**src/rtl/sisc_ctrl_fsm.sv**
```systemverilog
// SISC multi-cycle control FSM: START0/START1/FETCH/DECODE/EXECUTE/MEM/WB/HALT.
// Ports: clk, rst_f, stall, opcode/mm/stat in; PC/IR/RF/ALU/DM strobes, halted, instr_cnt out.
module sisc_ctrl_fsm #(
  parameter int OP_W     = 4,
  parameter int MM_W     = 4,
  parameter int STAT_W   = 4,
  parameter int IMM_MODE = 8,
  parameter int MEM_WAIT = 0,
  parameter int CNT_W    = 16
) (
  input  logic              clk,
  input  logic              rst_f,
  input  logic              stall,
  input  logic [OP_W-1:0]   opcode,
  input  logic [MM_W-1:0]   mm,
  input  logic [STAT_W-1:0] stat,
  output logic              pc_rst,
  output logic              pc_write,
  output logic              pc_sel,
  output logic              br_sel,
  output logic              ir_load,
  output logic              rb_sel,
  output logic [1:0]        alu_op,
  output logic              rf_we,
  output logic              wb_sel,
  output logic              dm_we,
  output logic              halted,
  output logic [CNT_W-1:0]  instr_cnt
);

  typedef enum logic [2:0] {
    S_START0,
    S_START1,
    S_FETCH,
    S_DECODE,
    S_EXECUTE,
    S_MEM,
    S_WB,
    S_HALT
  } state_t;

  localparam logic [OP_W-1:0] OP_LOD = OP_W'(1);
  localparam logic [OP_W-1:0] OP_STR = OP_W'(2);
  localparam logic [OP_W-1:0] OP_SWP = OP_W'(3);
  localparam logic [OP_W-1:0] OP_BRA = OP_W'(4);
  localparam logic [OP_W-1:0] OP_BRR = OP_W'(5);
  localparam logic [OP_W-1:0] OP_BNE = OP_W'(6);
  localparam logic [OP_W-1:0] OP_BNR = OP_W'(7);
  localparam logic [OP_W-1:0] OP_ALU = OP_W'(8);
  localparam logic [OP_W-1:0] OP_HLT = OP_W'(15);

  localparam logic [MM_W-1:0] IMM_VAL  = MM_W'(IMM_MODE);
  localparam logic [7:0]      WAIT_END = 8'(MEM_WAIT);

  state_t     state;
  state_t     state_nx;
  logic [7:0] wait_cnt;
  logic [7:0] wait_nx;
  logic       cnt_inc;

  logic is_lod, is_str, is_swp, is_alu, is_hlt;
  logic is_bra, is_brr, is_bne, is_bnr;
  logic imm, hit, taken, is_rel, mem_last, busy;

  assign is_lod = (opcode == OP_LOD);
  assign is_str = (opcode == OP_STR);
  assign is_swp = (opcode == OP_SWP);
  assign is_alu = (opcode == OP_ALU);
  assign is_hlt = (opcode == OP_HLT);
  assign is_bra = (opcode == OP_BRA);
  assign is_brr = (opcode == OP_BRR);
  assign is_bne = (opcode == OP_BNE);
  assign is_bnr = (opcode == OP_BNR);

  assign imm      = (mm == IMM_VAL);
  assign hit      = |(mm & stat);
  assign taken    = ((is_bra | is_brr) & hit)
                  | ((is_bne | is_bnr) & ~hit);
  assign is_rel   = is_brr | is_bnr;
  assign mem_last = (wait_cnt == WAIT_END);

  // stall only applies to the instruction-cycle states
  assign busy = (state == S_FETCH) || (state == S_DECODE)
             || (state == S_EXECUTE) || (state == S_MEM)
             || (state == S_WB);

  always_ff @(posedge clk) begin
    if (rst_f) begin
      state     <= S_START0;
      wait_cnt  <= '0;
      instr_cnt <= '0;
    end else begin
      state    <= state_nx;
      wait_cnt <= wait_nx;
      if (cnt_inc && (instr_cnt != {CNT_W{1'b1}}))
        instr_cnt <= instr_cnt + 1'b1;
    end
  end

  always_comb begin
    state_nx = state;
    wait_nx  = wait_cnt;
    cnt_inc  = 1'b0;
    pc_rst   = 1'b0;
    pc_write = 1'b0;
    pc_sel   = 1'b0;
    br_sel   = 1'b0;
    ir_load  = 1'b0;
    rb_sel   = 1'b0;
    alu_op   = 2'b00;
    rf_we    = 1'b0;
    wb_sel   = 1'b0;
    dm_we    = 1'b0;
    halted   = 1'b0;

    unique case (state)
      S_START0: begin
        pc_rst   = 1'b1;
        state_nx = S_START1;
      end
      S_START1: state_nx = S_FETCH;
      S_FETCH: begin
        ir_load  = 1'b1;
        pc_write = 1'b1;
        state_nx = S_DECODE;
      end
      S_DECODE: begin
        if (taken) begin
          pc_write = 1'b1;
          pc_sel   = 1'b1;
          br_sel   = is_rel;
        end
        state_nx = is_hlt ? S_HALT : S_EXECUTE;
      end
      S_EXECUTE: begin
        unique case (1'b1)
          is_alu:          alu_op = imm ? 2'b01 : 2'b00;
          is_lod, is_str:  alu_op = imm ? 2'b11 : 2'b10;
          default:         alu_op = 2'b00;
        endcase
        rb_sel   = is_str;
        wait_nx  = '0;
        state_nx = S_MEM;
      end
      S_MEM: begin
        if (mem_last) begin
          dm_we    = is_str;
          state_nx = S_WB;
        end else begin
          wait_nx = wait_cnt + 8'd1;
        end
      end
      S_WB: begin
        rf_we    = is_alu | is_lod | is_swp;
        wb_sel   = is_lod;
        cnt_inc  = 1'b1;
        state_nx = S_FETCH;
      end
      S_HALT: halted = 1'b1;
      default: state_nx = S_START0;
    endcase

    // freeze progress and suppress write strobes; selects stay valid
    if (stall && busy) begin
      state_nx = state;
      wait_nx  = wait_cnt;
      cnt_inc  = 1'b0;
      ir_load  = 1'b0;
      pc_write = 1'b0;
      rf_we    = 1'b0;
      dm_we    = 1'b0;
    end
  end

endmodule
```
**config.mk**
```make
export PLATFORM = sky130hd
export DESIGN_NAME = sisc_ctrl_fsm
export DESIGN_NICKNAME = d
export VERILOG_FILES = /design/src/rtl/sisc_ctrl_fsm.sv
export SDC_FILE = /design/constraint.sdc
export NUM_CORES = 1
export LEC_CHECK = 0
export ABC_AREA = 1
export CORE_ASPECT_RATIO = 2
export CORE_MARGIN = 1
export CORE_UTILIZATION = 50
export CTS_CLUSTER_SIZE = 16
export DETAILED_ROUTE_END_ITERATION = 10
export GPL_TIMING_DRIVEN = 1
export PLACE_DENSITY = 0.8
export SETUP_SLACK_MARGIN = 0.02
export SLEW_MARGIN = 20
export SYNTH_ARGS = -nofsm -noshare
export SYNTH_HDL_FRONTEND = slang
export SYNTH_SLANG_ARGS = --single-unit
export TNS_END_PERCENT = 1
```
**constraint.sdc**
```tcl
create_clock -name clk -period 2 [get_ports clk]
set_input_delay 0.5 -clock clk [delete_from_list [all_inputs] [get_ports clk]]
set_output_delay 0.5 -clock clk [all_outputs]
set_load 0.02 [all_outputs]
```
==> impl_summary.log <==
INFO  metric antenna_found_initial = 0
INFO  metric chip_width = roughly 45 um
INFO  metric master_of_the_slowest_instance_on_the_critical_path = dfxtp_2
INFO  metric cts_tree = yes
INFO  metric post_layout_nonfiller_instances = 427
INFO  metric number_of_buffer_and_inverter_instances_along_the_worst_setup_path = 3
INFO  metric maxSlewViolCount = 0
INFO  metric ir_worst_vdd = 0.549 mV
INFO  metric drt.antenna.violating_nets = 0
INFO  metric routedWlPerCell = about 11 um
INFO  metric num_io_pins = 43
INFO  metric start_util = 53.4%
INFO  metric drt_first_iter_violations = 34
INFO  metric cts_hold_repair.buffers = 0
INFO  metric fp.coreArea = 3420 sq um
INFO  metric clk_pin_slew_worst_paths = 0.10 ns
INFO  metric post-synth-top-area-fraction = 29.6%
INFO  metric critical_path.top_delay_family = simple AND/OR/NAND/NOR gates
INFO  metric nets = around 400
INFO  metric root_buffer = clkbuf_8
INFO  metric port_buffers = 42
INFO  metric max-clock-path-buffers = 2
INFO  metric synth_area_per_cell = approximately 5.9 sq um
INFO  metric cts_buf_count = 3
INFO  metric timing.critical_path.required = 1.50 ns
INFO  metric flow.area_growth_from_synthesis = 40.5%
INFO  metric crit_arrival = 1.51 ns
INFO  metric tritoncts_num_sinks = 27
INFO  metric hold_viol = 0
INFO  metric syn_inst = 310
INFO  metric post-route-min-period = 2.01 ns
INFO  metric timing.rr.start = instr_cnt[0]
INFO  metric layout_setup_ws = -0.00825 ns
INFO  metric synth-seq-cells = 27
INFO  metric violated_checks = negative setup slack
INFO  metric critical_path_cell_sequence = inv_1, ha_1, nand2_1, nand2_2, inv_2, nor3_2, buf_4
INFO  metric max-cap-violations = 0
INFO  metric critical_path.startpoint_type = flip-flop
INFO  metric ant_diodes = 0
INFO  metric reg2reg_setup_slack = 0.23 ns
INFO  metric utilization = roughly 75%
INFO  metric global_route_wire_length_before_repair = 7.72 mm
INFO  metric gp_congestion = 0.848
INFO  metric setup_viol = 1
INFO  metric synthesis.nets = 329
INFO  metric grt_util_all_layers = 26.2%
INFO  metric tns_setup = -0.00825 ns
INFO  metric run_status = finished with violations
INFO  metric post_synth_instance_area = 1820 sq um
INFO  metric synth.yosys.seq_area_share = 29.6%
INFO  metric post_route_cells_drive_above_1_share = 18.7%
INFO  metric critPathMaxFanout = 5
INFO  metric synth_top_cell_by_area = dfxtp_1
INFO  metric worst_slew_pin_slew = 0.484 ns
INFO  metric first_global_vias = a little under 2000
INFO  metric route.vias.total = roughly 2100
INFO  metric class_of_the_tightest_hold_or_removal_check = flip-flop to flip-flop
INFO  metric fp-row-count = 30
INFO  metric setup.worst_path.class = flip-flop to primary output
INFO  metric avgViaCountPerCell = 4.92
INFO  metric drt_pass1_iterations = 4
INFO  metric grt_setup_unrepaired = true
INFO  metric cts-htree-levels = 1
INFO  metric final_min_period_over_clock_period = 100%
INFO  metric final_cell_mix = nand2_1, nor2_1, inv_1
INFO  metric setup.worst_path.start = state[2]
INFO  metric place.detailed.instances = 423
INFO  metric critPathCaptureType = primary output
INFO  metric die-area = a little under 4000 sq um
INFO  metric globalRouteOverflowTotal = 0
INFO  metric power_per_cell_area = 639 nW/um^2
INFO  metric worst_hold_startpoint = wait_cnt[7]
INFO  metric yosysWarningCount = 0
INFO  metric place.detailed.hpwl = between 3 and 4 mm
INFO  metric post_cts.repair.setup_buffers = 0
INFO  metric timing.critical_path.slowest_cell_delay = roughly 0.33 ns
INFO  metric power_leakage = 1.18 nW
INFO  metric fmax = 498 MHz
INFO  metric pin_count_of_the_biggest_net_entering_global_routing = 17
INFO  metric synth.top_cells.by_area = dfxtp_1, nand2_1, nor2_1, inv_1, nand3_1
INFO  metric die_h = 87.4 um
INFO  metric timing.max_slew.rel_slack = 67.7%
INFO  metric layout.cells.most_common = nand2_1
INFO  metric drc_violations_left = 0
INFO  metric insertion_delay = 0.29 ns
INFO  metric synth.lib_cells_used.distinct = 24
INFO  metric drt_wl_total = 4.81 mm
INFO  metric skew = 0.0107 ns
[state kept, by name (all words and copies together), names as in the netlist]
signal	count
wait_cnt	8
instr_cnt	16
state	3
[report_power, final]
group / switching [W] / internal [W]
sequential: 0.0000232 / 0.000568
combinational: 0.000403 / 0.000311
clock: 0.000189 / 0.000142
[cell usage after synthesis, drive strengths merged]
cell type,number
nand2,101
nor2,56
inv,46
dfxtp,27
nand3,22
a21oi,18
nand4,11
o21ai,8
ha,4
xor2,4
buf,3
xnor2,3
clkbuf,2
nor3,2
nor4,2
nand3b,1
[cell families after synthesis]
group | Yosys count | share of synthesized area [%]
flops | 27 | 29.7
simple gates | 195 | 45.7
fa+ha+maj | 4 | 2.75
buf+inv | 51 | 11.2
compound gates | 26 | 7.34
xor+xnor | 7 | 3.36
[layer usage]
layer	up-vias	GRT usage (%)	share of wire (%)
met5	-	0	0
met4	0	10.7	1.7
met3	8	2.28	4.0
li1	1106	-	-
met1	938	21.6	36
met2	49	56.1	58
[path summary, 6_finish.rpt]
path / endpoint / depth (start not counted)
worst min-delay path: wait_cnt[7] / 2
worst max-delay path: dm_we / 7
worst min register to register: wait_cnt[7] / 2
worst max register to register: instr_cnt[6] / 7
[cell type report]
class | instances | area (sq um)
multi-input cells | 232 | 1130
fillers | 294 | 855
repair buffers | 70 | 604
flip-flops and latches | 27 | 542
inverters | 46 | 173
well taps | 48 | 60.1
clock buffers | 3 | 41.3
clock inverters | 1 | 7.51
[metrics by stage]
stage                     hold slack (ns)  total power [W]  area [sq um]  setup WS (ns)
after floorplan                     0.454         0.000965          1830         0.0153
after CTS                           0.497          0.00163          2550        -0.0191
after global routing                0.529          0.00172          2560        -0.0843
after detailed placement            0.482          0.00132          2510         -0.724
after global placement              0.462          0.00131          2510         -0.683
final                               0.495          0.00164          2560       -0.00825
[repair_timing]
action / in CTS / in global routing
pin swaps: 9 / 1
endpoints found under the setup margin: 12 / 11
resized for setup: 76 / 14
endpoints found under the hold margin: 0 / 0
[worst min-delay path: stages (launching register included)]
cell     delay [ns]
dfxtp_1        0.34
nand2_1        0.06
a21oi_1        0.06
Power figures use the tool's default switching activity.
